===== config.mk =====
export PLATFORM = sky130hd
export DESIGN_NAME = tftp_rx_parser
export DESIGN_NICKNAME = d
export VERILOG_FILES = /design/src/rtl/tftp_rx_parser.sv
export SDC_FILE = /design/constraint.sdc
export NUM_CORES = 1
export LEC_CHECK = 0
export BUFFER_PORTS_ARGS = -buffer_cell sky130_fd_sc_hd__buf_4
export CAP_MARGIN = 20
export CORE_MARGIN = 2
export CORE_UTILIZATION = 62
export CTS_CLUSTER_SIZE = 30
export DETAILED_ROUTE_END_ITERATION = 10
export PLACE_DENSITY = 0.92
export RECOVER_POWER = 50
export REMOVE_ABC_BUFFERS = 1
export SLEW_MARGIN = 10
export SYNTH_ARGS = -nofsm -noshare
export SYNTH_HDL_FRONTEND = slang
export SYNTH_SLANG_ARGS = --single-unit

===== constraint.sdc =====
create_clock -name clk -period 5.75 [get_ports clk]
set_clock_uncertainty 0.05 [all_clocks]
set_input_delay 1.4375 -clock clk [delete_from_list [all_inputs] [get_ports clk]]
set_output_delay 1.4375 -clock clk [all_outputs]
set_load 0.02 [all_outputs]

===== src/rtl/tftp_rx_parser.sv =====
`default_nettype none
// ============================================================================
// Module   : tftp_rx_parser
// Purpose  : Receive-side TFTP packet parser. Skips the Ethernet/IP/UDP
//            header, decodes the TFTP opcode (RRQ, WRQ, DATA, ACK, ERROR),
//            captures opcode and block number / error code, streams string
//            and DATA payload bytes in the same cycle they arrive, and flags
//            malformed packets.
// Revision : 1.0 - initial release
// ----------------------------------------------------------------------------
// Parameters
//   HDR_OFFSET  : byte index of the TFTP opcode MSB within the frame
//   MAX_STR_LEN : max filename / mode / error-message bytes, NUL included
//   MAX_DATA    : max DATA payload bytes
// Ports
//   clk, reset    : clock, synchronous active-high reset
//   rx_valid_i    : rx_data_i holds a byte this cycle
//   rx_data_i     : frame byte, network order
//   rx_sof_i      : byte is frame index 0
//   rx_eof_i      : byte is the last TFTP byte
//   opcode_o      : captured opcode (registered)
//   block_no_o    : captured block number / error code (registered)
//   str_valid_o   : rx_data_i is a string byte (combinational)
//   str_sel_o     : 0 filename, 1 mode, 2 error message
//   data_valid_o  : rx_data_i is a DATA payload byte (combinational)
//   data_len_o    : payload byte count, valid with pkt_done_o
//   last_block_o  : data_len_o < MAX_DATA, valid with pkt_done_o on DATA
//   pkt_done_o    : one-cycle pulse, well-formed packet completed
//   pkt_err_o     : one-cycle pulse, packet rejected
//   err_cause_o   : 1 bad opcode, 2 truncated, 3 string overflow,
//                   4 payload too long; valid with pkt_err_o
// ============================================================================
module tftp_rx_parser #(
  parameter int HDR_OFFSET  = 42,
  parameter int MAX_STR_LEN = 64,
  parameter int MAX_DATA    = 512
) (
  input  logic        clk,
  input  logic        reset,
  input  logic        rx_valid_i,
  input  logic [7:0]  rx_data_i,
  input  logic        rx_sof_i,
  input  logic        rx_eof_i,
  output logic [15:0] opcode_o,
  output logic [15:0] block_no_o,
  output logic        str_valid_o,
  output logic [1:0]  str_sel_o,
  output logic        data_valid_o,
  output logic [9:0]  data_len_o,
  output logic        last_block_o,
  output logic        pkt_done_o,
  output logic        pkt_err_o,
  output logic [2:0]  err_cause_o
);

  typedef enum logic [3:0] {
    S_IDLE     = 4'd0,
    S_HDR      = 4'd1,
    S_OPC_HI   = 4'd2,
    S_OPC_LO   = 4'd3,
    S_BLK_HI   = 4'd4,
    S_BLK_LO   = 4'd5,
    S_FNAME    = 4'd6,
    S_MODE     = 4'd7,
    S_ERRMSG   = 4'd8,
    S_PAYLOAD  = 4'd9,
    S_WAIT_EOF = 4'd10,
    S_DROP     = 4'd11
  } state_t;

  localparam logic [15:0] HDR_LAST     = 16'(HDR_OFFSET - 1);
  localparam logic [15:0] STR_LAST     = 16'(MAX_STR_LEN - 1);
  localparam logic [15:0] DATA_MAX     = 16'(MAX_DATA);
  localparam logic [2:0]  CAUSE_BADOP  = 3'd1;
  localparam logic [2:0]  CAUSE_TRUNC  = 3'd2;
  localparam logic [2:0]  CAUSE_STROVF = 3'd3;
  localparam logic [2:0]  CAUSE_DATOVF = 3'd4;

  state_t      state_q, state_d;
  logic [15:0] idx_q, idx_d;          // index of the next byte to arrive
  logic [7:0]  opc_hi_q, opc_hi_d;
  logic [15:0] opcode_q, opcode_d;
  logic [7:0]  blk_hi_q, blk_hi_d;
  logic [15:0] block_no_q, block_no_d;
  logic [15:0] str_cnt_q, str_cnt_d;  // bytes streamed in the current string
  logic [15:0] pay_cnt_q, pay_cnt_d;  // payload bytes streamed
  logic [2:0]  cause_q, cause_d;      // reason recorded on entering DROP
  logic        done_q, done_d;
  logic        err_q, err_d;
  logic [2:0]  err_cause_q, err_cause_d;
  logic [9:0]  data_len_q, data_len_d;
  logic        last_block_q, last_block_d;
  logic        eof_ok;                // field set complete once this byte lands

  logic in_str;
  logic str_room;
  logic pay_room;

  assign in_str   = (state_q == S_FNAME) || (state_q == S_MODE) || (state_q == S_ERRMSG);
  // The byte that would fill the last slot without being a NUL is withheld.
  assign str_room = (str_cnt_q < STR_LAST) || (rx_data_i == 8'h00);
  assign pay_room = (pay_cnt_q < DATA_MAX);

  // An sof byte always belongs to a new frame's header, never to a stream.
  assign str_valid_o  = rx_valid_i && !rx_sof_i && in_str && str_room;
  assign data_valid_o = rx_valid_i && !rx_sof_i && (state_q == S_PAYLOAD) && pay_room;

  always_comb begin
    str_sel_o = 2'd0;
    case (state_q)
      S_MODE:   str_sel_o = 2'd1;
      S_ERRMSG: str_sel_o = 2'd2;
      default:  str_sel_o = 2'd0;
    endcase
  end

  always_comb begin
    state_d      = state_q;
    idx_d        = idx_q;
    opc_hi_d     = opc_hi_q;
    opcode_d     = opcode_q;
    blk_hi_d     = blk_hi_q;
    block_no_d   = block_no_q;
    str_cnt_d    = str_cnt_q;
    pay_cnt_d    = pay_cnt_q;
    cause_d      = cause_q;
    done_d       = 1'b0;
    err_d        = 1'b0;
    err_cause_d  = err_cause_q;
    data_len_d   = data_len_q;
    last_block_d = last_block_q;
    eof_ok       = 1'b0;

    if (rx_valid_i) begin
      if (rx_sof_i) begin
        // A frame still in flight is abandoned as truncated.
        if (state_q != S_IDLE) begin
          err_d       = 1'b1;
          err_cause_d = CAUSE_TRUNC;
        end
        idx_d     = 16'd1;
        str_cnt_d = 16'd0;
        pay_cnt_d = 16'd0;
        cause_d   = 3'd0;
        if (HDR_OFFSET == 0) begin
          opc_hi_d = rx_data_i;
          state_d  = S_OPC_LO;
        end else if (HDR_OFFSET == 1) begin
          state_d = S_OPC_HI;
        end else begin
          state_d = S_HDR;
        end
        // A single-byte frame can never carry a complete TFTP header.
        if (rx_eof_i) begin
          err_d       = 1'b1;
          err_cause_d = CAUSE_TRUNC;
          state_d     = S_IDLE;
        end
      end else if (state_q != S_IDLE) begin
        idx_d = idx_q + 16'd1;
        case (state_q)
          S_HDR: begin
            if (idx_q == HDR_LAST) state_d = S_OPC_HI;
          end
          S_OPC_HI: begin
            opc_hi_d = rx_data_i;
            state_d  = S_OPC_LO;
          end
          S_OPC_LO: begin
            opcode_d = {opc_hi_q, rx_data_i};
            case ({opc_hi_q, rx_data_i})
              16'd1, 16'd2:         state_d = S_FNAME;
              16'd3, 16'd4, 16'd5:  state_d = S_BLK_HI;
              default: begin
                state_d = S_DROP;
                cause_d = CAUSE_BADOP;
              end
            endcase
          end
          S_BLK_HI: begin
            blk_hi_d = rx_data_i;
            state_d  = S_BLK_LO;
          end
          S_BLK_LO: begin
            block_no_d = {blk_hi_q, rx_data_i};
            case (opcode_q)
              16'd3:   state_d = S_PAYLOAD;
              16'd4:   state_d = S_WAIT_EOF;
              default: state_d = S_ERRMSG;
            endcase
            eof_ok = (opcode_q == 16'd3) || (opcode_q == 16'd4);
          end
          S_FNAME, S_MODE, S_ERRMSG: begin
            if (rx_data_i == 8'h00) begin
              str_cnt_d = 16'd0;
              state_d   = (state_q == S_FNAME) ? S_MODE : S_WAIT_EOF;
              eof_ok    = (state_q != S_FNAME);
            end else if (!str_room) begin
              state_d = S_DROP;
              cause_d = CAUSE_STROVF;
            end else begin
              str_cnt_d = str_cnt_q + 16'd1;
            end
          end
          S_PAYLOAD: begin
            if (pay_room) begin
              pay_cnt_d = pay_cnt_q + 16'd1;
              eof_ok    = 1'b1;
            end else begin
              state_d = S_DROP;
              cause_d = CAUSE_DATOVF;
            end
          end
          S_WAIT_EOF: eof_ok = 1'b1;
          S_DROP:     eof_ok = 1'b0;
          default:    state_d = S_IDLE;
        endcase

        if (rx_eof_i) begin
          if (eof_ok) begin
            done_d       = 1'b1;
            data_len_d   = pay_cnt_d[9:0];
            last_block_d = (opcode_q == 16'd3) && (pay_cnt_d < DATA_MAX);
          end else begin
            err_d       = 1'b1;
            // A fault detected earlier (or on this byte) outranks truncation.
            err_cause_d = (state_d == S_DROP) ? cause_d : CAUSE_TRUNC;
          end
          state_d = S_IDLE;
        end
      end
    end
  end

  always_ff @(posedge clk) begin
    if (reset) begin
      state_q      <= S_IDLE;
      idx_q        <= 16'd0;
      opc_hi_q     <= 8'd0;
      opcode_q     <= 16'd0;
      blk_hi_q     <= 8'd0;
      block_no_q   <= 16'd0;
      str_cnt_q    <= 16'd0;
      pay_cnt_q    <= 16'd0;
      cause_q      <= 3'd0;
      done_q       <= 1'b0;
      err_q        <= 1'b0;
      err_cause_q  <= 3'd0;
      data_len_q   <= 10'd0;
      last_block_q <= 1'b0;
    end else begin
      state_q      <= state_d;
      idx_q        <= idx_d;
      opc_hi_q     <= opc_hi_d;
      opcode_q     <= opcode_d;
      blk_hi_q     <= blk_hi_d;
      block_no_q   <= block_no_d;
      str_cnt_q    <= str_cnt_d;
      pay_cnt_q    <= pay_cnt_d;
      cause_q      <= cause_d;
      done_q       <= done_d;
      err_q        <= err_d;
      err_cause_q  <= err_cause_d;
      data_len_q   <= data_len_d;
      last_block_q <= last_block_d;
    end
  end

  assign opcode_o     = opcode_q;
  assign block_no_o   = block_no_q;
  assign data_len_o   = data_len_q;
  assign last_block_o = last_block_q;
  assign pkt_done_o   = done_q;
  assign pkt_err_o    = err_q;
  assign err_cause_o  = err_cause_q;

endmodule
`default_nettype wire


==> metrics.txt <==
Routability Congestion=0.9080; chip width=95.66 um; async set-reset flop share out of synthesis=0%; Worst-Skew Late Latency=520 ps; synthesized area per cell=8.740 um2; fin nets=673; combinational share of power=2.8%; Rows=33; Power Dens Cells=302.9 nW/um2; fraction of power spent switching nets=22.96%; crit-path most repeated cell=buf_4; Max rail drop VDD=0.2650 mV; gate count after technology mapping=596; mapped cell area=5209 um2; top post-synthesis cells by area=dfxtp_1 (46%), nor2_1 (7.0%), mux2i_1 (6.5%), a21oi_1 (4.3%), nand2_1 (4.3%); share of cells above drive strength 1=10.31%; largest net degree at the start of global routing=85; EDFF count, synth=0; via count of the first global-routing pass=4481; Tightest Pin Transition=1061 ps; clk slew on worst S/H paths=60 ps; Slew Viols, Final=0; GRT Residual Overflow=0; H-tree depth=4; wire length per cell after detailed routing=16.83 um; P_int=1426 uW; Synth top area share=45.74%; Clock power frac=52.4%; Clock Sinks=119; core footprint=8175 um2; WP buf/inv=2; FMAX=221.3 MHz; CTS buffer count=17; sequential area share after synthesis=45.74%; Psw=424.9 uW; LEAKAGE=0.002405 uW; Worst Setup End Kind=output port; Worst slew margin=29.09%; Worst path max stage delay=590 ps; Arrival @ worst endpoint=3030 ps; CP max-delay cell=or4_4; first-pass GRT wire length=21.42 mm; # port buffers=64; clock tree buffer depth=2; final setup TNS=0 ps; Max-Cap Viols=0; critical path required time=4260 ps; initial drt markers=354; Pre-Repair DR Iteration Count=5; Synth Flop Type=dfxtp_1; via count=4701; DIE AREA=9151 um2; HPWL Detailed=8.571 mm; part of the cycle the worst path needs=78.57%; Setup violations, final=0; minimum clock period=4518 ps; crit path kind=input pin to output port; Ant. Diodes=0; status=finished, final reports clean; Final Total Pwr=1851 uW; RSZ-0062 raised after global routing=no; Die Y=95.66 um; hold_buf cts=0; Yosys reg bits=119; total track usage=30.38%; crit path max fanout=5; detailed-route DRC error count=0; area leader, netlist=dfxtp_1; Worst Hold Class=flip-flop to flip-flop; setup bufs post-CTS=0; Hold Vio Cnt, Final=0; starting density of the core=63.71%; Critical Path, Cell by Cell=buf_4 > or4_4 > nor3_2 > a21oi_1 > nor3_1 > buf_4; Yosys warnings=0; initial antenna violation count=0; final instance area=6111 um2; area post-placement=5737 um2; delay-heaviest family, CP=simple AND/OR/NAND/NOR gates; Routed WL=13.03 mm; clock tree root driver cell=clkbuf_8; CTS tree=yes; Area Growth Syn to Fin=17.32%; Sequential Power Share=44.8%; I/O pin total=65; post-cts gate resize count=0; Yosys cell types=62; CP Launch Type=input pin; vias per cell=6.074; post-route ant nets=0
Yosys cell counts (11+ instances only):
master and instances:
a211oi_1 13, clkbuf_1 24, xor2_1 18, dfxtp_1 119, nor2_1 97, mux2i_1 34, nand2b_1 11, a21oi_1 45
and2_1 17, nand3_1 13, nand2_1 59, o21ai_0 14
layout by cell type (no fill, tap or decap), types with 11 or more instances in the layout:
master,instances
a21oi_1,45
clkbuf_1,48
mux2i_1,34
nand2_1,59
a211oi_1,13
nand3_1,13
buf_4,19
nand2b_1,11
dfxtp_1,119
xor2_1,18
nor2_1,97
and2_1,14
clkbuf_16,16
o21ai_0,15
power by group through the flow:
stage,clock network [uW],logic [uW],registers (uW)
6_report,969,52.3,829
5_1_grt,1010,57.2,829
4_1_cts,976,52.4,829
3_5_place_dp,0,51.5,847
3_3_place_gp,0,49.3,847
2_1_floorplan,0,19.5,847
through the flow:
step	cells	hold slack (ps)	worst slack, ps	util, %
final	774	405.3	1232	74.75
after CTS	774	403.6	1245	76.95
after global routing	774	425.0	1084	74.75
after detailed placement	742	384.7	1264	70.17
after floorplan	570	370.5	1402	-
after global placement	742	382.8	1295	70.17
metal layers:
metal	up-vias	track usage (%)	wire length [um]
met5	-	0	0
met4	0	13.93	312
met3	35	6.561	706
met2	185	52.91	6618
met1	2244	35.56	5391
li1	2237	-	-
area by class of cell:
type | instances | area [um2]
Tap cell | 105 | 131.4
Fill cell | 620 | 2064
Timing Repair Buffer | 67 | 322.8
Multi-Input combinational cell | 442 | 2686
Inverter | 9 | 33.78
Clock inverter | 14 | 126.4
Clock buffer | 18 | 427.9
Sequential cell | 119 | 2382
kinds of logic after synthesis:
kind of cell               after synthesis  synth area share, %
adders and majority gates                4               0.9609
DFF                                    119                45.74
muxes                                   35                6.750
xor gates and xnor gates                24                4.036
buffers and inverters                   35                2.690
and+or+nand+nor                        266                25.99
AOI/OAI and AO/OA                      113                13.84
sequential cells by signal, indices dropped and copies added (netlist names):
| name | count |
|---|---|
| str_cnt_q | 16 |
| block_no_o | 16 |
| opcode_o | 16 |
| pkt_err_o | 1 |
| idx_q | 16 |
| pkt_done_o | 1 |
| err_cause_o | 3 |
| pay_cnt_q | 16 |
| data_len_o | 10 |
| opc_hi_q | 8 |
| state_q | 4 |
| cause_q | 3 |
| blk_hi_q | 8 |
| last_block_o | 1 |
path summary, 6_finish.rpt:
| check | from | to | slack [ps] | cells after the start |
|---|---|---|---|---|
| setup reg to reg | state_q[3] | err_cause_o[0] | 2870 | 7 |
| hold / removal | str_cnt_q[12] | str_cnt_q[12] | 410 | 1 |
| setup / recovery | rx_data_i[4] | str_valid_o | 1230 | 6 |
| hold reg to reg | str_cnt_q[12] | str_cnt_q[12] | 410 | 1 |
(Power assumes the default switching activity.)
